File: src/rtl/fetch_decode_unit.sv
// Instruction-side controller for the 4-bit processor: fetches from the
// combinational ROM, decodes the 8-bit word and issues one-cycle strobes.
module fetch_decode_unit #(
  parameter logic [3:0] RESET_PC      = 4'd1,
  parameter bit         HALT_ON_STORE = 1'b1
) (
  input  logic       clk,
  input  logic       reset,
  input  logic       Run,
  input  logic [7:0] Instruction,
  output logic [3:0] ProgramCounter,
  output logic       RegWrite,
  output logic [1:0] WriteAddr,
  output logic [1:0] ReadAddrA,
  output logic [1:0] ReadAddrB,
  output logic [3:0] Immediate,
  output logic [1:0] WriteSel,
  output logic [1:0] AluOp,
  output logic       StoreEn,
  output logic       Halted,
  output logic [1:0] State
);

  typedef enum logic [1:0] {
    S_FETCH   = 2'b00,
    S_DECODE  = 2'b01,
    S_EXECUTE = 2'b10,
    S_HALT    = 2'b11
  } state_e;

  typedef enum logic [1:0] {
    OP_LOAD  = 2'b00,
    OP_STORE = 2'b01,
    OP_MOVE  = 2'b10,
    OP_ALU   = 2'b11
  } opcode_e;

  typedef enum logic [1:0] {
    WSEL_IMM  = 2'b00,
    WSEL_MOVE = 2'b01,
    WSEL_ALU  = 2'b10
  } wsel_e;

  typedef struct packed {
    logic [1:0] write_addr;
    logic [1:0] read_addr_a;
    logic [1:0] read_addr_b;
    logic [3:0] immediate;
    wsel_e      write_sel;
    logic [1:0] alu_op;
  } fields_t;

  state_e     state;
  state_e     state_next;
  logic [3:0] pc;
  logic [7:0] ir;
  opcode_e    opcode;
  fields_t    fields_dec;
  fields_t    fields_q;

  assign opcode = opcode_e'(ir[7:6]);

  // Field extraction from the latched instruction word.
  always_comb begin
    // NOTE: every always_comb output gets a default first so no path can infer a latch.
    fields_dec             = '0;
    fields_dec.write_addr  = ir[5:4];
    fields_dec.read_addr_a = ir[5:4];
    fields_dec.read_addr_b = ir[3:2];
    fields_dec.immediate   = ir[3:0];
    unique case (opcode)
      OP_LOAD:  fields_dec.write_sel = WSEL_IMM;
      OP_STORE: fields_dec.write_sel = WSEL_IMM;
      OP_MOVE:  fields_dec.write_sel = WSEL_MOVE;
      OP_ALU: begin
        fields_dec.write_sel = WSEL_ALU;
        fields_dec.alu_op    = ir[1:0];
      end
      default:  fields_dec.write_sel = WSEL_IMM;
    endcase
  end

  // State register.
  always_ff @(posedge clk) begin
    // NOTE: sequential state uses non-blocking assignments so every flop samples pre-edge values.
    if (reset) begin
      state <= S_FETCH;
    end else begin
      state <= state_next;
    end
  end

  // Next-state logic; Run only matters while waiting in FETCH.
  always_comb begin
    state_next = state;
    unique case (state)
      S_FETCH:   state_next = Run ? S_DECODE : S_FETCH;
      S_DECODE:  state_next = S_EXECUTE;
      S_EXECUTE: state_next = (HALT_ON_STORE && opcode == OP_STORE) ? S_HALT : S_FETCH;
      S_HALT:    state_next = S_HALT;
      default:   state_next = S_FETCH;
    endcase
  end

  // Datapath registers: PC, instruction register and the held decode fields.
  always_ff @(posedge clk) begin
    if (reset) begin
      pc       <= RESET_PC;
      ir       <= 8'h00;
      fields_q <= '0;
    end else begin
      if (state == S_FETCH && Run) begin
        ir <= Instruction;
      end
      if (state == S_DECODE) begin
        fields_q <= fields_dec;
      end
      if (state == S_EXECUTE) begin
        pc <= pc + 4'd1;
      end
    end
  end

  // Strobes are decoded from state so they can only ever fire in EXECUTE.
  always_comb begin
    RegWrite = 1'b0;
    StoreEn  = 1'b0;
    Halted   = 1'b0;
    unique case (state)
      S_EXECUTE: begin
        RegWrite = (opcode != OP_STORE);
        StoreEn  = (opcode == OP_STORE);
      end
      S_HALT:  Halted = 1'b1;
      default: ;
    endcase
  end

  assign ProgramCounter = pc;
  assign State          = state;
  assign WriteAddr      = fields_q.write_addr;
  assign ReadAddrA      = fields_q.read_addr_a;
  assign ReadAddrB      = fields_q.read_addr_b;
  assign Immediate      = fields_q.immediate;
  assign WriteSel       = fields_q.write_sel;
  assign AluOp          = fields_q.alu_op;

endmodule
File: config.mk
export PLATFORM = sky130hd
export DESIGN_NAME = fetch_decode_unit
export DESIGN_NICKNAME = d
export VERILOG_FILES = /design/src/rtl/fetch_decode_unit.sv
export SDC_FILE = /design/constraint.sdc
export NUM_CORES = 1
export LEC_CHECK = 0
export BUFFER_PORTS_ARGS = -buffer_cell sky130_fd_sc_hd__buf_4
export CORE_UTILIZATION = 47
export CTS_CLUSTER_SIZE = 8
export DETAILED_ROUTE_END_ITERATION = 6
export GPL_ROUTABILITY_DRIVEN = 0
export PLACE_DENSITY_LB_ADDON = 0.05
export SYNTH_ARGS = -nofsm -noshare
export SYNTH_HDL_FRONTEND = slang
export SYNTH_SLANG_ARGS = --single-unit
File: constraint.sdc
create_clock -name clk -period 1.5 [get_ports clk]
set_clock_uncertainty 0.2 [all_clocks]
set_input_delay 0.225 -clock clk [delete_from_list [all_inputs] [get_ports clk]]
set_output_delay 0.225 -clock clk [all_outputs]
set_load 0.1 [all_outputs]
* After elaboration in Yosys (flattened, before gate mapping) *
Cells that the tools add are included.

storage, ports and cells
  bits in registers = 26
  output and inout port bits = 23
  logic and storage cells = 28

operators by class
  add/subtract/negate cells = 1
  equal/unequal tests = 7
  muxes and demuxes = 8
  reductions and logical operators = 4

operators with widths
  cell                                            count
  == test 2 bit (second input constant)           4
  case mux 2 bit (4 select lines)                 1
  case mux 2 bit (3 select lines)                 1
  adder 4 x 1 -> 4 bit (second input constant)    1
  == test 2 x 1 -> 1 bit (second input constant)  2
  logical NOT 2 bit                               2
  two-way mux 1 bit                               4
  two-way mux 2 bit                               2
  != test 2 x 1 -> 1 bit (second input constant)  1
  OR reduction 2 bit                              1
  logical AND 1 bit                               1

* Depth between registers and ports, before layout *
Gate-level depths: netlist (run 1).

  word-level depth = 3
  depth in mapped cells = 4

* Worst setup path after synthesis (run 1) *
OpenSTA, ideal clock, no wires.

  kind = reg-to-output
  start = register state[1], in the netlist State[1]
  end = output port RegWrite
  arrival = 2500 ps
  data required time = 1075 ps
  setup slack = -1425 ps
  stages on the path, launching flop included = 3
  cells stage by stage = dfxtp_1 nand2b_4 nor2_1

on the way
  longest elaborated chain between the ends = 2

ends and longest elaborated chain
  what                    line  text
  from (decl)             53    state_e state;
  from (signal assigned)  89    state <= state_next;
  == test 2 bit           129   unique case (state)
  two-way mux 1 bit       129
  to (decl)               12    output logic RegWrite,

No other way between the ends.

* Worst setup path in the final report (run 1) *
  start = register state[0], in the netlist State[0]
  end = register ir[2]

on the way
  longest elaborated chain between the ends = 2

ends and longest elaborated chain
  what                  line  text
  logical NOT 2 bit     112   if (state == S_FETCH && Run) begin
  logical AND 1 bit     112
  to (signal assigned)  113   ir <= Instruction;
  to (decl)             56    logic [7:0] ir;

No other way between the ends.
A chain may end at the register's enable or synchronous reset.

==> impl_metrics.ini, run 1 <==
[worst_setup_path]
reg2reg_setup_slack_ns = -0.22
critPathKind = reg -> reg
critical_path_arrival_ns = 1.73
cp-start-kind = flip-flop
r2r_end = ir[2]$_SDFFE_PP0P_
crit_fanout = 5
r2r-start = State[0]$_SDFF_PP0_
reg2reg_depth = 7
endpoint_kind = flip-flop
cp.required_ns = 1.51

[grt]
grt.overflow.total = 0
antenna_found_initial = 0
grt_max_degree = 25
grt_pass1_vias = 828
grt_util_all_layers_pct = 23.8
grt_pass1_wl_microns = 3530

[route]
wl_per_cell_microns = 14.8
dr.pass1.iters = 4
num_vias = 905
post_drt_via_cell_ratio = 5.03
drt-total-wl_microns = 2660
drt-initial-drc-count = 15
drc_errors = 0
drtAntennaViolNets = 0

[placed_design]
placed_area_sq_um = 1260
io_buffers = 33
dp_slack_ns = 0.0449
dp_hpwl_microns = 1380

[logic_synthesis]
synth_edf_count = 0
avgSynthCellArea_sq_um = 9.08
yosysTopAreaCell = dfxtp_1
yosys_warnings = 0
synth_top_flop_cell = dfxtp_1
synth_adder_area_share_pct = 1.32
synth_top_area_share_pct = 50.9
synthTopCellsByArea = dfxtp_1, mux2i_1, a21oi_1
seq_area_frac_synth_pct = 50.9
syn_area_sq_um = 945
synthMuxAreaShare_pct = 9.54
synth_compound_area_share_pct = 7.95
synthSimpleGateAreaFrac_pct = 22.3
synth_xor_area_share_pct = 1.85
synth.distinct_cells = 22
ys_ff_latch = 24
syn_inst = 104
ys_async_sr_fraction_pct = 0
synth_fp_nets = 116
synth_top_family_by_area = simple AND/OR/NAND/NOR gates

[clocking]
clkSlewWorstSetupHoldPaths_ns = 0.14
clockRootBuffer = clkbuf_4
clk_latency_ns = 0.31
clk_path_buf_depth = 2
cts_tree = done
cts_buffers = 3
cts_sinks = 24
htree_num_levels = 1

[cells_and_area]
finalInstanceArea_sq_um = 1540
n_antenna_cell = 0
fill_cells = 108
fin_nets = 168
drive_gt1_share_pct = 48.4
syn_to_final_growth_pct = 62.9

[pwr]
p_per_area_nw_per_um2 = 905
irDropWorstVdd_mv = 0.622
p_leak_nw = 0.665

[die]
die_h_microns = 46.8
start_util_pct = 52.4
core_area_sq_um = 1800
row_count = 15
chipWidth_microns = 46.8
die-area_sq_um = 2190
ioPinCount = 34

[hold_path]
hold_path.class = in -> reg
min_from = reset
whs_path_depth = 2
whs_endpoint = ProgramCounter[3]$_SDFFE_PP0N_

[sta]
post-route-period-util_pct = 115
maxSlewViolCount = 0
relSlewSlack_pct = 73.1
fmax_mhz = 582
rsz0062_at_grt = true
min_period_ns = 1.72
whs_ns = 0.0295
finalSetupViolations = 13
worst_slack_ns = -0.218
worst_pin_slew_ns = 0.404
hold_violations = 0

[run]
maxCapViolations = 0

[run_status]
status = finished with violations
violations = negative setup slack
sequential cells by signal, indices dropped and copies added (netlist names):
signal,cells
ir,8
Immediate,2
ProgramCounter,4
WriteSel,2
State,2
AluOp,2
ReadAddrB,2
ReadAddrA,2
routing by layer:
layer	GRT usage, %	vias up	routed length [microns]
met4	16.0	0	44
li1	-	443	-
met2	40.0	31	1430
met5	0	-	0
met3	7.31	8	130
met1	25.6	423	1060
Yosys cell counts (all sizes together), types with 3 or more instances:
master  number
mux2i        9
nand2b       3
nand2       16
buf          7
nor2        12
a21oi       13
dfxtp       24
cell type report:
cell class	count	area, sq um	area share [%]
Sequential cell	24	508	33.0
Timing Repair Buffer	56	505	32.8
Multi-Input combinational cell	70	454	29.5
Clock buffer	4	36.3	2.36
Tap cell	25	31.3	2.03
Inverter	1	3.75	0.244
placed cells by master, fill, tap and decap left out, drive strengths merged:
| master | n |
|---|---|
| nand2b | 3 |
| inv | 1 |
| nor3b | 1 |
| buf | 48 |
| o21ai | 2 |
| mux2i | 9 |
| nand4 | 2 |
| a21oi | 13 |
| nor2 | 12 |
| ha | 1 |
| nand3 | 2 |
| nand3b | 2 |
| clkbuf | 4 |
| dlygate4sd3 | 8 |
| dfxtp | 24 |
| nor2b | 1 |
| xor2 | 2 |
| and2b | 2 |
| nand2 | 16 |
| and2 | 1 |
| or3 | 1 |
cells by family (layout without fill, tap and decap cells):
group / after synthesis / in the layout
AO/OA/AOI/OAI: 15 / 15
XOR/XNOR: 2 / 2
adder cells (fa/ha/maj): 1 / 1
buffers and inverters: 10 / 61
flip-flops: 24 / 24
multiplexers: 9 / 9
AND/OR/NAND/NOR: 43 / 43
metrics by stage:
stage	setup TNS (ns)	std cells	util, %	total power (W)
global placement	0	159	69.7	0.000965
detailed placement	0	159	69.7	0.000971
CTS	-0.704	176	82.1	0.00136
global route	-1.94	180	85.4	0.00144
finish	-1.40	180	85.4	0.00139
floorplan	-0.184	104	-	0.000898
critical path, stage by stage, from the launching register on:
cell,delay [ns]
dfxtp_4,0.37
buf_4,0.14
buf_6,0.13
nor3b_4,0.21
buf_4,0.15
buf_6,0.12
mux2i_1,0.24
nor2_1,0.08
power breakdown:
group | internal [W] | switching, W | total [W]
sequential | 0.000661 | 0.0000216 | 0.000683
combinational | 0.000143 | 0.000219 | 0.000363
clock | 0.000148 | 0.000199 | 0.000347
worst max path at each step:
stage | start | to | slack [ns]
after floorplan | State[1]$_SDFF_PP0_ | RegWrite | -0.11
after global placement | State[0]$_SDFF_PP0_ | StoreEn | 0.07
after detailed placement | State[0]$_SDFF_PP0_ | StoreEn | 0.04
after CTS | State[0]$_SDFF_PP0_ | StoreEn | -0.20
after global routing | State[0]$_SDFF_PP0_ | ir[2]$_SDFFE_PP0P_ | -0.27
final | State[0]$_SDFF_PP0_ | ir[2]$_SDFFE_PP0P_ | -0.22
timing repair:
action,4_1_cts,5_1_grt
resized for setup,18,10
hold endpoints to repair,8,0
setup buffers,5,4
hold buffers,8,0
endpoints found under the setup margin,3,16
gates cloned,0,1
pin swaps,2,3
Note: power is estimated with default switching activity, not from simulation.
==> run 2: changes to the inputs <==
==> constraint.sdc (replaced) <==
create_clock -name clk -period 1.5 [get_ports clk]
set_clock_uncertainty 0.2 [all_clocks]
set_input_delay 0.15 -clock clk [delete_from_list [all_inputs] [get_ports clk]]
set_output_delay 0.15 -clock clk [all_outputs]
set_load 0.1 [all_outputs]
==> impl_metrics.ini, run 2 (synthesis results as in run 1) <==
[route]
num_vias = 846
drc_errors = 0
dr.pass1.iters = 4
drt-total-wl_microns = 2070
drtAntennaViolNets = 0
post_drt_via_cell_ratio = 4.86
wl_per_cell_microns = 11.9
drt-initial-drc-count = 12

[cells_and_area]
n_antenna_cell = 0
layout_common_cells = buf_4, nand2_1, dfxtp_1, a21oi_1, nor2_1
drive_gt1_share_pct = 41.6
fin_nets = 162
mostFrequentLayoutCell = buf_4
finalInstanceArea_sq_um = 1450
seq_area_sq_um = 507
largest_reg_flops = 8
fin_util_pct = 80.2
syn_to_final_growth_pct = 53.0
fin_cells = 174
multi_input_area_sq_um = 434
top_register = ir
fill_cells = 128

[worst_setup_path]
crit_fanout = 4
reg2reg_setup_slack_ns = 0
critical_path_arrival_ns = 1.26
endpoint_kind = output pin
cp-start-kind = flip-flop
critPathKind = reg -> out
cp.required_ns = 1.15

[sta]
fmax_mhz = 620
worst_pin_slew_ns = 0.393
post-route-period-util_pct = 107
maxSlewViolCount = 0
worst_slack_ns = -0.112
relSlewSlack_pct = 73.8
whs_ns = 0.163
finalSetupViolations = 3
hold_violations = 0
finalSetupTns_ns = -0.149
min_period_ns = 1.61
rsz0062_at_grt = true

[clocking]
cts_sinks = 24
cts_tree = done
clk_path_buf_depth = 2
clkSlewWorstSetupHoldPaths_ns = 0.12
clk_latency_ns = 0.31
cts_buffers = 3
clockRootBuffer = clkbuf_4
htree_num_levels = 1

[grt]
grt.overflow.total = 0
grt_util_all_layers_pct = 21.0
grt_pass1_wl_microns = 3280
grt_max_degree = 25
antenna_found_initial = 0
grt_pass1_vias = 780

[run_status]
violations = negative setup slack
status = finished with violations

[pwr]
irDropWorstVdd_mv = 0.859
p_per_area_nw_per_um2 = 881
p_leak_nw = 0.621

[placed_design]
dp_hpwl_microns = 1380
io_buffers = 33
placed_area_sq_um = 1240
place_inst = 157

[run]
maxCapViolations = 0

[die]
row_count = 15
start_util_pct = 52.4
chipWidth_microns = 46.8
core_area_sq_um = 1800
die-area_sq_um = 2190
ioPinCount = 34
die_h_microns = 46.8

[hold_path]
hold_path.class = in -> reg
[run 2: changes by cell type in the layout (fill, tap and decap cells not counted), sizes merged]
cell         previous run  this run
dlygate4sd3             8         9
buf                    48        41
[run 2: critical path: stages (launching register included)]
cell      delay, ns
dfxtp_4        0.38
nand2b_4       0.15
and2b_4        0.26
buf_12         0.17
[run 2: final cells by class]
type | count | share of cell area, %
flip-flops and latches | 24 | 35.1
repair buffers | 50 | 30.6
multi-input cells | 70 | 30.0
well taps | 25 | 2.16
clock buffers | 4 | 1.82
inverters | 1 | 0.260
[run 2: repair_timing]
| item | CTS | global route |
|---|---|---|
| endpoints found under the hold margin | 23 | 0 |
| setup endpoints to repair | 3 | 6 |
| pin swaps | 2 | 0 |
| buffers inserted | 4 | 0 |
| hold buffers | 9 | 0 |
| gates resized for setup | 15 | 1 |
[run 2: power by group]
part           internal, W  switching [W]  total, W
registers         0.000660      0.0000223  0.000683
logic             0.000117       0.000197  0.000313
clock network     0.000104       0.000174  0.000278
[run 2: per-stage QoR]
| step | power [W] | setup WS (ns) |
|---|---|---|
| final | 0.00127 | -0.112 |
| after global routing | 0.00134 | -0.153 |
| after CTS | 0.00128 | -0.118 |
| after detailed placement | 0.000968 | 0.0906 |
| after global placement | 0.000961 | 0.114 |
| after floorplan | 0.000897 | -0.0333 |
[run 2: metal layers]
metal,up-vias,share of wire (%),global-route usage (%),routed length (microns)
met2,22,53,38.6,1100
met4,0,0.39,3.43,8
met1,392,42,24.5,877
li1,430,-,-,-
met5,-,0,0,0
met3,2,4.1,5.77,84
[run 2: path summary, 6_finish.rpt]
| path | depth (start not counted) | endpoint | start |
|---|---|---|---|
| worst max-delay path | 3 | StoreEn | State[0]$_SDFF_PP0_ |
| worst min-delay path | 5 | State[0]$_SDFF_PP0_ | Run |
| worst max register to register | 5 | ir[5]$_SDFFE_PP0P_ | State[0]$_SDFF_PP0_ |
| worst min register to register | 2 | AluOp[0]$_SDFFE_PP0N_ | AluOp[0]$_SDFFE_PP0N_ |
==> run 3: changes to the inputs <==
- BUFFER_PORTS_ARGS: -buffer_cell sky130_fd_sc_hd__buf_4 -> unset
- CORE_UTILIZATION: 47 -> 50
- DONT_BUFFER_PORTS: unset -> 1
==> impl_metrics.ini, run 3 (synthesis results as in run 1) <==
[grt]
grt_use_met1_pct = 27.3
antenna_found_initial = 0
busiest_layer = met2
gr-usage-met2_pct = 36.6
grt_util_all_layers_pct = 22.5
grt_pass1_wl_microns = 3160
grt_max_degree = 25
grt.overflow.total = 0
use_met3_pct = 7.14
grt_pass1_vias = 700

[cells_and_area]
finalInstanceArea_sq_um = 1450
fin_nets = 148
top_register = ir
syn_to_final_growth_pct = 53.1
drive_gt1_share_pct = 38.5
largest_reg_flops = 8
mostFrequentLayoutCell = nand2_1
layout_common_cells = nand2_1, buf_4, dfxtp_1, a21oi_1, nor2_1
n_antenna_cell = 0

[route]
drt-initial-drc-count = 15
post_drt_via_cell_ratio = 5.16
dr.pass1.iters = 4
drc_errors = 0
drt-total-wl_microns = 2540
drtAntennaViolNets = 0
num_vias = 826
wl_per_cell_microns = 15.9

[worst_setup_path]
path_cells = nand2b_4, and2b_4, buf_12
crit_slowest_cell = dfxtp_4
critical_path_arrival_ns = 1.27
cp.required_ns = 1.15
cp-start-kind = flip-flop
crit_fanout = 3
max_stage_delay_ns = 0.37
critPathKind = reg -> out
endpoint_kind = output pin

[sta]
finalSetupViolations = 9
min_period_ns = 1.62
fmax_mhz = 616
maxSlewViolCount = 0
relSlewSlack_pct = 41.8
hold_violations = 0
worst_pin_slew_ns = 0.871
post-route-period-util_pct = 108
whs_ns = 0.0502
rsz0062_at_grt = true
worst_slack_ns = -0.125
finalSetupTns_ns = -0.481

[clocking]
clk_path_buf_depth = 2
cts_sinks = 24
clkSlewWorstSetupHoldPaths_ns = 0.13
htree_num_levels = 1
clk_latency_ns = 0.32
cts_tree = done
clockRootBuffer = clkbuf_4
cts_buffers = 3

[placed_design]
io_buffers = 0
dp_hpwl_microns = 1240
placed_area_sq_um = 1210

[hold_path]
hold_path.class = in -> reg

[pwr]
p_leak_nw = 0.575
irDropWorstVdd_mv = 0.813
p_per_area_nw_per_um2 = 933

[die]
ioPinCount = 34
row_count = 15
core_area_sq_um = 1750
die-area_sq_um = 2070
start_util_pct = 54.1
chipWidth_microns = 45.5
die_h_microns = 45.5

[run_status]
violations = negative setup slack
status = finished with violations

[run]
maxCapViolations = 0
[run 3: changes by cell type in the layout (fill, tap and decap cells not counted), moves of 2 or more]
cell,change
buf_6,+2
buf_4,-21
buf_12,+5
dfxtp_4,+2
[run 3: report_power, final]
group          switching, W  total (W)  internal (W)
Clock              0.000191   0.000340      0.000148
Combinational      0.000206   0.000324      0.000118
Sequential        0.0000260   0.000685      0.000659
Total              0.000424    0.00135      0.000925
[run 3: worst paths after layout]
check / from / endpoint / slack [ns] / depth (start not counted)
min reg2reg: Immediate[0]$_SDFFE_PP0N_ / Immediate[0]$_SDFFE_PP0N_ / 0.26 / 2
min: Run / State[0]$_SDFF_PP0_ / 0.05 / 4
max reg2reg: State[1]$_SDFF_PP0_ / ir[2]$_SDFFE_PP0P_ / -0.06 / 5
max: State[0]$_SDFF_PP0_ / StoreEn / -0.12 / 3
[run 3: layout make-up]
cell class | instances | area, sq um
Timing Repair Buffer | 36 | 408
Sequential cell | 24 | 513
Tap cell | 25 | 31.3
Fill cell | 98 | 299
Clock buffer | 4 | 36.3
Multi-Input combinational cell | 70 | 454
Inverter | 1 | 3.75
[run 3: repair_timing]
item                                    4_1_cts  5_1_grt
setup buffers                                 3        2
gates cloned                                  0        1
resized for setup                             7       10
endpoints found under the setup margin        2       14
hold endpoints to repair                     24        0
pin swaps                                     0        2
hold buffers                                  9        0
[run 3: worst max-delay path: cells and delay by family (launching register included)]
kind                   cells  cell delay [ns]
and+or+nand+nor            2             0.42
buffers and inverters      1             0.17
DFF                        1             0.37
[run 3: per-stage QoR]
stage                     worst slack, ns  instances  util [%]  total power [W]
final                              -0.125        160      82.9          0.00135
after global placement              0.175        141      69.2         0.000937
after detailed placement            0.163        141      69.2         0.000942
after global routing               -0.154        160      82.9          0.00140
after CTS                          -0.103        157      78.7          0.00131
after floorplan                   -0.0333        104         -         0.000897
[run 3: layer usage]
metal,wire [microns],vias to the layer above
li1,-,404
met1,956,372
met2,1340,39
met5,0,-
met4,68,0
met3,172,11
